[config.mk]
export PLATFORM = sky130hd
export DESIGN_NAME = switch_demux
export DESIGN_NICKNAME = d
export VERILOG_FILES = /design/src/rtl/switch_demux.sv
export SDC_FILE = /design/constraint.sdc
export NUM_CORES = 1
export LEC_CHECK = 0
export BUFFER_PORTS_ARGS = -buffer_cell sky130_fd_sc_hd__buf_4
export CELL_PAD_IN_SITES_DETAIL_PLACEMENT = 0
export CELL_PAD_IN_SITES_GLOBAL_PLACEMENT = 2
export CORE_UTILIZATION = 27
export DETAILED_ROUTE_END_ITERATION = 7
export PLACE_DENSITY_LB_ADDON = 0.15
export SLEW_MARGIN = 10
export SYNTH_ARGS = -nofsm -noshare
export SYNTH_HDL_FRONTEND = slang
export SYNTH_SLANG_ARGS = --single-unit
[constraint.sdc]
create_clock -name CLK -period 1.2 [get_ports CLK]
set_input_delay 0.06 -clock CLK [delete_from_list [all_inputs] [get_ports CLK]]
set_output_delay 0.06 -clock CLK [all_outputs]
set_load 0.01 [all_outputs]
[src/rtl/switch_demux.sv]
// switch_demux: one 4-bit input stream steered into two independently
// drained holding registers. The route comes from CE (manual) or from an
// internal toggle flag (AUTO=1) that flips on every accept made in auto mode.
// Each route keeps a wrapping count of delivered nibbles.
module switch_demux (
  input  logic       CLK,
  input  logic       RST,
  input  logic       CE,
  input  logic       AUTO,
  input  logic [3:0] IN,
  input  logic       IN_VALID,
  output logic       IN_READY,
  output logic [3:0] OUT_1,
  output logic       OUT_1_VALID,
  input  logic       OUT_1_READY,
  output logic [3:0] OUT_2,
  output logic       OUT_2_VALID,
  input  logic       OUT_2_READY,
  output logic       SEL,
  output logic [3:0] CNT_1,
  output logic [3:0] CNT_2
);

  // Route holding registers, valid flags, delivery counters, toggle flag
  logic [3:0] data1_p1;
  logic [3:0] data2_p1;
  logic       vld1_p1;
  logic       vld2_p1;
  logic [3:0] cnt1_p1;
  logic [3:0] cnt2_p1;
  logic       tgl_p1;

  // Combinational steering and handshake terms
  logic       sel;
  logic       tgt_vld;
  logic       tgt_rdy;
  logic       accept;
  logic       load1;
  logic       load2;
  logic       dlv1;
  logic       dlv2;

  // Counters wrap naturally modulo 16.
  function automatic logic [3:0] wrap_inc(input logic [3:0] c, input logic en);
    logic [3:0] r;
    r = en ? (c + 4'd1) : c;
    return r;
  endfunction

  // Route selection and ready: IN_READY depends only on state, SEL and the
  // sink readies, never on IN_VALID, so no IN_VALID -> IN_READY path exists.
  always_comb begin
    sel      = AUTO ? tgl_p1 : CE;
    tgt_vld  = sel ? vld2_p1 : vld1_p1;
    tgt_rdy  = sel ? OUT_2_READY : OUT_1_READY;
    IN_READY = !RST & (!tgt_vld | tgt_rdy);
    accept   = IN_VALID & IN_READY;
    load1    = accept & !sel;
    load2    = accept & sel;
    dlv1     = vld1_p1 & OUT_1_READY;
    dlv2     = vld2_p1 & OUT_2_READY;
  end

  // ---- stage p1: route 1 register; a load in the delivery cycle keeps valid set
  always_ff @(posedge CLK) begin
    if (RST) begin
      data1_p1 <= 4'd0;
      vld1_p1  <= 1'b0;
      cnt1_p1  <= 4'd0;
    end else begin
      if (load1) data1_p1 <= IN;
      vld1_p1 <= load1 | (vld1_p1 & !OUT_1_READY);
      cnt1_p1 <= wrap_inc(cnt1_p1, dlv1);
    end
  end

  // Route 2 register, mirror of route 1
  always_ff @(posedge CLK) begin
    if (RST) begin
      data2_p1 <= 4'd0;
      vld2_p1  <= 1'b0;
      cnt2_p1  <= 4'd0;
    end else begin
      if (load2) data2_p1 <= IN;
      vld2_p1 <= load2 | (vld2_p1 & !OUT_2_READY);
      cnt2_p1 <= wrap_inc(cnt2_p1, dlv2);
    end
  end

  // Toggle flag flips only on auto-mode accepts; held while AUTO=0
  always_ff @(posedge CLK) begin
    if (RST) begin
      tgl_p1 <= 1'b0;
    end else if (accept & AUTO) begin
      tgl_p1 <= !tgl_p1;
    end
  end

  // Output mapping
  always_comb begin
    SEL         = sel;
    OUT_1       = data1_p1;
    OUT_1_VALID = vld1_p1;
    OUT_2       = data2_p1;
    OUT_2_VALID = vld2_p1;
    CNT_1       = cnt1_p1;
    CNT_2       = cnt2_p1;
  end

endmodule

* Word level (Yosys, flattened, before mapping)
Index checks and enable logic that the tools add are counted.
** Cells by class
- Add/sub/neg operators :: 2
- Muxes and demuxes :: 3
- Bitwise operators :: 12
- Reductions and logical operators :: 6
** Operator list (count)
- $and A1 B1 Y1 :: 9
- $add A4 B1 Y4 const B :: 2
- $logic_not A1 Y1 :: 6
- $mux W1 :: 3
- $or A1 B1 Y1 :: 3
** Word-level totals
- Bits in registers :: 19
- Input bits :: 11
- Logic and storage cells :: 30

* Longest topological paths before layout
Gate-level depths: netlist of the first run.
- Word-level depth :: 8
- Depth in mapped cells :: 4
- Gate-level depth less buffers :: 4

* Worst setup path after synthesis of the first run
No wires, ideal clock.
- Path kind :: reg-to-reg
- Start :: register vld2_p1 (netlist: OUT_2_VALID)
- End :: register cnt2_p1[3] (netlist: CNT_2[3])
- Arrival time :: 0.994 ns
- Data required time :: 1.130 ns
- Setup slack :: 0.137 ns
- Stages on the path, launching flop included :: 4
- Cell sequence :: dfxtp_1 -> nand2_1 -> or3_1 -> a21oi_1
** On the way
- Longest elaborated chain between the ends :: 1
** Ends and longest elaborated chain
- start: declaration :: RTL line 28 : logic vld2_p1;
- start signal: assignment :: RTL line 85 : vld2_p1 <= load2 | (vld2_p1 & !OUT_2_READY);
- $and A1 B1 Y1 :: RTL line 61 : dlv2 = vld2_p1 & OUT_2_READY;
- end signal: assignment :: RTL line 86 : cnt2_p1 <= wrap_inc(cnt2_p1, dlv2);
- end: declaration :: RTL line 30 : logic [3:0] cnt2_p1;
Every way passes these cells.
A chain may end at the register's enable or synchronous reset.

* Worst setup path after layout of the first run
- Start :: register tgl_p1
- End :: output IN_READY
** On the way
- Longest elaborated chain between the ends :: 5
- Elaborated cells between the ends (all ways) :: 6
- Classes of those cells :: mux: 3; bitwise: 2; reduce/logical: 1
** Ends and longest elaborated chain
- start: declaration :: RTL line 31 : logic tgl_p1;
- start signal: assignment :: RTL line 95 : tgl_p1 <= !tgl_p1;
- $mux W1 * :: RTL line 53 : sel = AUTO ? tgl_p1 : CE;
- $mux W1 :: RTL line 54 : tgt_vld = sel ? vld2_p1 : vld1_p1;
- $logic_not A1 Y1 :: RTL line 56 : IN_READY = !RST & (!tgt_vld | tgt_rdy);
- $or A1 B1 Y1 * :: RTL line 56
- $and A1 B1 Y1 * :: RTL line 56
- end: declaration :: RTL line 12 : output logic IN_READY,
Every way passes the cells marked *; elsewhere a longest branch is shown, timed or not.

==> results of run 1 <==
==> per-stage QoR <==
| stage | power (mW) | setup TNS [ps] | cell area [um2] | util |
|---|---|---|---|---|
| 2_1_floorplan | 0.787 | 0 | 818 | - |
| 3_3_place_gp | 0.883 | 0 | 1090 | 0.389 |
| 6_report | 1.20 | -108 | 1140 | 0.405 |
| 5_1_grt | 1.27 | -261 | 1140 | 0.405 |
| 3_5_place_dp | 0.884 | 0 | 1090 | 0.389 |
| 4_1_cts | 1.21 | -161 | 1120 | 0.399 |
==> what timing repair did <==
item / in CTS / in global routing
endpoints found under the setup margin: 2 / 3
pin swaps: 2 / 2
resized for setup: 2 / 5
hold buffers: 0 / 0
==> report_power, final <==
part,total (mW),switching (mW),internal [mW],leakage (nW)
logic,0.200,0.0932,0.107,0.341
clock network,0.320,0.191,0.129,0.0150
registers,0.676,0.0187,0.658,0.155
total,1.20,0.302,0.893,0.511
==> flip-flops by register name, indices dropped and copies added (netlist names) <==
| register | count |
|---|---|
| tgl_p1 | 1 |
| OUT_2_VALID | 1 |
| OUT_1_VALID | 1 |
| OUT_1 | 4 |
| OUT_2 | 4 |
| CNT_1 | 4 |
| CNT_2 | 4 |
==> cell type report <==
class                           count  area (um2)  share of cell area
Inverter                            1        6.26             0.00551
Timing Repair Buffer               34         255               0.225
Clock buffer                        4        26.3              0.0231
Multi-Input combinational cell     63         428               0.377
Tap cell                           31        38.8              0.0341
Sequential cell                    19         382               0.336
==> path summary, 6_finish.rpt <==
kind,from,end,slack (ps),cells after the start
hold reg to reg,OUT_1[2],OUT_1[2],480,2
setup reg to reg,OUT_1_VALID,CNT_1[3],120,3
setup / recovery,tgl_p1,IN_READY,-110,6
hold / removal,IN[1],OUT_2[1],40,3
==> kinds of logic after synthesis <==
kind of cell / count (synthesis) / share of synthesized area
AND/OR/NAND/NOR: 39 / 0.266
flip-flops: 19 / 0.465
AO/OA/AOI/OAI: 9 / 0.0566
multiplexers: 9 / 0.110
XOR/XNOR: 4 / 0.0428
buffers and inverters: 4 / 0.0290
adder cells (fa/ha/maj): 2 / 0.0306
==> worst max-delay path: cells and delay by family, from the launching register on <==
family	cells	cell delay, ps
mux	1	80
simple gates	2	170
buf+inv	3	370
flops	1	350
==> metal layers <==
layer | vias up | global-route usage | part of all wire
met3 | 2 | 0.0272 | 0.061
met5 | - | 0 | 0
met4 | 0 | 0.0523 | 0.0077
li1 | 363 | - | -
met1 | 320 | 0.133 | 0.45
met2 | 19 | 0.182 | 0.48
==> placed cells by master (no fill, tap or decap), drive strengths merged <==
master and instances:
or3 2, nor2 6, nand3 7, mux2i 9, a31oi 1, o21ai 2
clkbuf 4, ha 2, inv 1, dfxtp 19, nand2 6, nor3 2
buf 34, and4 1, nand2b 14, and3 1, xor2 4, a21oi 6
==> flow_metrics.py, run 1 <==
metrics = {
    "floorplanning": {
        "fp.dieH_um": 57.1,
        "initial_core_util": 0.292,
        "core_um2": 2810,
        "ios": 31,
        "dieArea_um2": 3250,
        "die_w_um": 57.1,
        "row_count": 19,
    },
    "global_routing": {
        "grt_max_degree": 25,
        "grt_pass1_vias": 648,
        "grt_pass1_wl_mm": 2.77,
        "antenna_found_initial": 0,
        "grt-ovfl-total": 0,
        "grt_usage": 0.109,
    },
    "synth": {
        "ys.warnings.count": 0,
        "yosysTopAreaCell": "dfxtp_1",
        "syn_area_per_cell_um2": 9.51,
        "syn_inst": 86,
        "syn_nets": 99,
        "ys.flop_type": "dfxtp_1",
        "synth_edf_count": 0,
        "async_reset_ff_frac": 0,
        "yosys.area.top_type_share": 0.465,
        "synth_cell_type_count": 20,
        "synth_seq_area_share": 0.465,
        "synth_common_cells": "19 x dfxtp_1, 14 x nand2b_1, 9 x mux2i_1",
        "synth_seq_cells": 19,
        "synth.most_common_cell": "dfxtp_1",
        "synth_area_leaders": "dfxtp_1 46%, mux2i_1 11%, nand2b_1 11%",
        "synth.cell_area_um2": 818,
    },
    "drt": {
        "vias_per_cell": 4.63,
        "wl_per_cell_um": 11.1,
        "wl_mm": 1.68,
        "first_pass_iters": 6,
        "num_vias": 704,
        "drc": 8,
        "ant_nets": 0,
        "drt_iter0_markers": 30,
    },
    "final_layout": {
        "drive_gt1_frac": 0.355,
        "num_antenna_cells": 0,
        "fin_nets": 135,
        "fillers": 296,
        "fin_cells": 152,
        "area_delta_synth_final_pct": 38.8,
    },
    "critical_path": {
        "critPathMaxStageDelay_ps": 350,
        "start_kind": "register",
        "crit_chain": "mux2i_1 > buf_4 > inv_4 > nor2_4 > nor3_2 > buf_4",
        "crit_slowest_cell": "dfxtp_2",
        "arrival_ps": 1250,
        "cp-end-kind": "primary output",
        "crit_required_ps": 1140,
        "crit_fanout": 4,
        "cpMostUsedCell": "buf_4",
        "critical_path_class": "register to primary output",
    },
    "clock_tree": {
        "cts_setup_buffers": 0,
        "h-tree-depth": 1,
        "clk_pin_slew_ps": 110,
        "clkSinkCount": 19,
        "worstSkewPairLatency_ps": 290,
        "cts_buffer_depth": 2,
        "cts_buffers": 3,
        "cts_tree": "built",
        "root_buffer": "clkbuf_4",
    },
    "place": {
        "portBuffers": 30,
        "pre_cts_slack_ps": 70.7,
        "place_congestion": 0.669,
        "dp_cells": 148,
        "dp_hpwl_mm": 1.22,
    },
    "run": {
        "cap_violations": 0,
    },
    "worst_hold_path": {
        "hold_class": "input pin to register",
    },
    "timing": {
        "finalWorstSetupSlack_ps": -108,
        "fin_worst_skew_ps": 7.57,
        "min_period_ps": 1310,
        "hold_violations": 0,
        "fmax_mhz": 765,
        "rsz0062_at_grt": "true",
        "maxSlewHeadroom": 0.847,
        "setup_viol": 1,
        "period_share": 1.09,
        "holdWs_ps": 44.7,
        "maxSlewViolCount": 0,
        "worstMarginPinSlew_ps": 230,
    },
    "power_and_ir_drop": {
        "peakVddDrop_v": 0.000448,
        "leakagePower_nw": 0.511,
        "power.density_nw_per_um2": 1050,
    },
    "outcome": {
        "violations": "design-rule violations, negative setup slack",
        "status": "finished, violations left",
    },
}
Note: power is estimated with default switching activity, not from simulation.
==> run 2, diff against run 1 <==
==> constraint.sdc (replaced) <==
create_clock -name CLK -period 1.2 [get_ports CLK]
set_input_delay 0.36 -clock CLK [delete_from_list [all_inputs] [get_ports CLK]]
set_output_delay 0.36 -clock CLK [all_outputs]
set_load 0.01 [all_outputs]
==> run 2 against run 1 <==
Effect of this change: the run still ends with design-rule violations, negative setup slack left; clock skew is 2.5 ps lower; setup slack worse by 240 ps; clock power is 5% higher; non-clock buffer count is 15 higher; cell count is 9.9% higher; wire length is 13% higher; global-route usage is 1.4 points higher; design area is 14% higher; critical path depth is 1 lower; critical path type unchanged; largest cell class unchanged; largest power group unchanged.
==> flow_metrics.py, run 2 (synthesis gave the netlist of run 1 again) <==
metrics = {
    "place": {
        "dp_hpwl_mm": 1.33,
        "dp_cells": 155,
        "portBuffers": 30,
        "place_congestion": 0.672,
    },
    "critical_path": {
        "crit_fanout": 3,
        "crit_required_ps": 840,
        "critical_path_class": "register to primary output",
        "cp-end-kind": "primary output",
        "arrival_ps": 1190,
        "start_kind": "register",
    },
    "timing": {
        "setup_tns_ps": -1110,
        "period_share": 1.29,
        "fmax_mhz": 647,
        "worstMarginPinSlew_ps": 196,
        "holdWs_ps": 338,
        "fin_worst_skew_ps": 5.11,
        "maxSlewViolCount": 0,
        "hold_violations": 0,
        "setup_viol": 7,
        "rsz0062_at_grt": "true",
        "min_period_ps": 1550,
        "maxSlewHeadroom": 0.867,
        "finalWorstSetupSlack_ps": -346,
    },
    "power_and_ir_drop": {
        "peakVddDrop_v": 0.000470,
        "power.density_nw_per_um2": 981,
        "leakagePower_nw": 0.597,
    },
    "clock_tree": {
        "clkSinkCount": 19,
        "worstSkewPairLatency_ps": 300,
        "cts_buffers": 3,
        "cts_tree": "built",
        "h-tree-depth": 1,
        "clk_pin_slew_ps": 120,
        "cts_hold_buf": 0,
        "root_buffer": "clkbuf_4",
        "cts_buffer_depth": 2,
    },
    "worst_hold_path": {
        "hold_class": "input pin to register",
    },
    "global_routing": {
        "use_met2": 0.217,
        "grt-busiest-layer": "met2",
        "grt_pass1_vias": 709,
        "grt_pass1_wl_mm": 3.01,
        "grt_use_met1": 0.142,
        "grt-ovfl-total": 0,
        "antenna_found_initial": 0,
        "grt_max_degree": 19,
        "grt_use_met3": 0.0295,
        "grt_usage": 0.123,
    },
    "drt": {
        "vias_per_cell": 4.56,
        "first_pass_iters": 6,
        "drc": 2,
        "drt_iter0_markers": 20,
        "wl_mm": 1.90,
        "ant_nets": 0,
        "wl_per_cell_um": 11.4,
        "num_vias": 761,
    },
    "floorplanning": {
        "die_w_um": 57.1,
        "dieArea_um2": 3250,
        "initial_core_util": 0.292,
        "row_count": 19,
        "core_um2": 2810,
        "ios": 31,
        "fp.dieH_um": 57.1,
    },
    "run": {
        "cap_violations": 0,
    },
    "outcome": {
        "violations": "design-rule violations, negative setup slack",
        "status": "finished, violations left",
    },
    "final_layout": {
        "fin_cells": 167,
        "drive_gt1_frac": 0.507,
        "num_antenna_cells": 0,
        "layout_common_cells": "44 x buf_4, 14 x nand2b_1, 10 x dfxtp_1",
        "area_delta_synth_final_pct": 57.8,
        "layout_commonest_cell": "buf_4",
        "fin_nets": 150,
    },
}
run 2: critical path, cell delays in order (launching register included):
cell     delay [ps]
dfxtp_2         350
mux2i_4         190
inv_2            60
nor2_2          110
nor3_2           40
buf_4           130
run 2: power breakdown:
group / switching (mW) / leakage [nW] / internal [mW] / total, mW
Sequential: 0.0183 / 0.160 / 0.657 / 0.675
Clock: 0.213 / 0.0177 / 0.124 / 0.337
Combinational: 0.106 / 0.420 / 0.148 / 0.255
Total: 0.337 / 0.597 / 0.929 / 1.27
run 2: final cells by class:
| type | instances | area, um2 |
|---|---|---|
| clock buffers | 3 | 22.5 |
| clock inverters | 1 | 5.00 |
| fillers | 290 | 1510 |
| inverters | 1 | 3.75 |
| multi-input cells | 63 | 438 |
| flip-flops and latches | 19 | 397 |
| well taps | 31 | 38.8 |
| repair buffers | 49 | 387 |
run 2: worst paths after layout:
check                               from           to  slack, ps  cells past startpoint
worst max-delay path              tgl_p1     IN_READY       -350                      5
worst min-delay path            IN_VALID  OUT_2_VALID        340                      3
worst max register to register    tgl_p1     OUT_2[1]       -120                      7
worst min register to register  OUT_1[3]     OUT_1[3]        480                      2
run 2: layer usage:
layer / wire, um / vias to the layer above
met5: 0 / -
met4: 13 / 0
met3: 78 / 2
met2: 954 / 18
met1: 851 / 348
li1: - / 393
run 2: through the flow:
step	worst slack, ps	total power, mW	cell area, um2	util
floorplan	-30.5	0.796	838	-
global placement	-211	0.911	1160	0.415
detailed placement	-239	0.912	1160	0.415
CTS	-348	1.27	1230	0.439
global route	-419	1.33	1290	0.460
finish	-346	1.27	1290	0.460
run 2: repair_timing:
| item | 4_1_cts | 5_1_grt |
|---|---|---|
| resized for setup | 12 | 6 |
| cloned | 0 | 0 |
| buffers inserted | 2 | 6 |
| pin swaps | 1 | 2 |
| setup endpoints to repair | 8 | 16 |
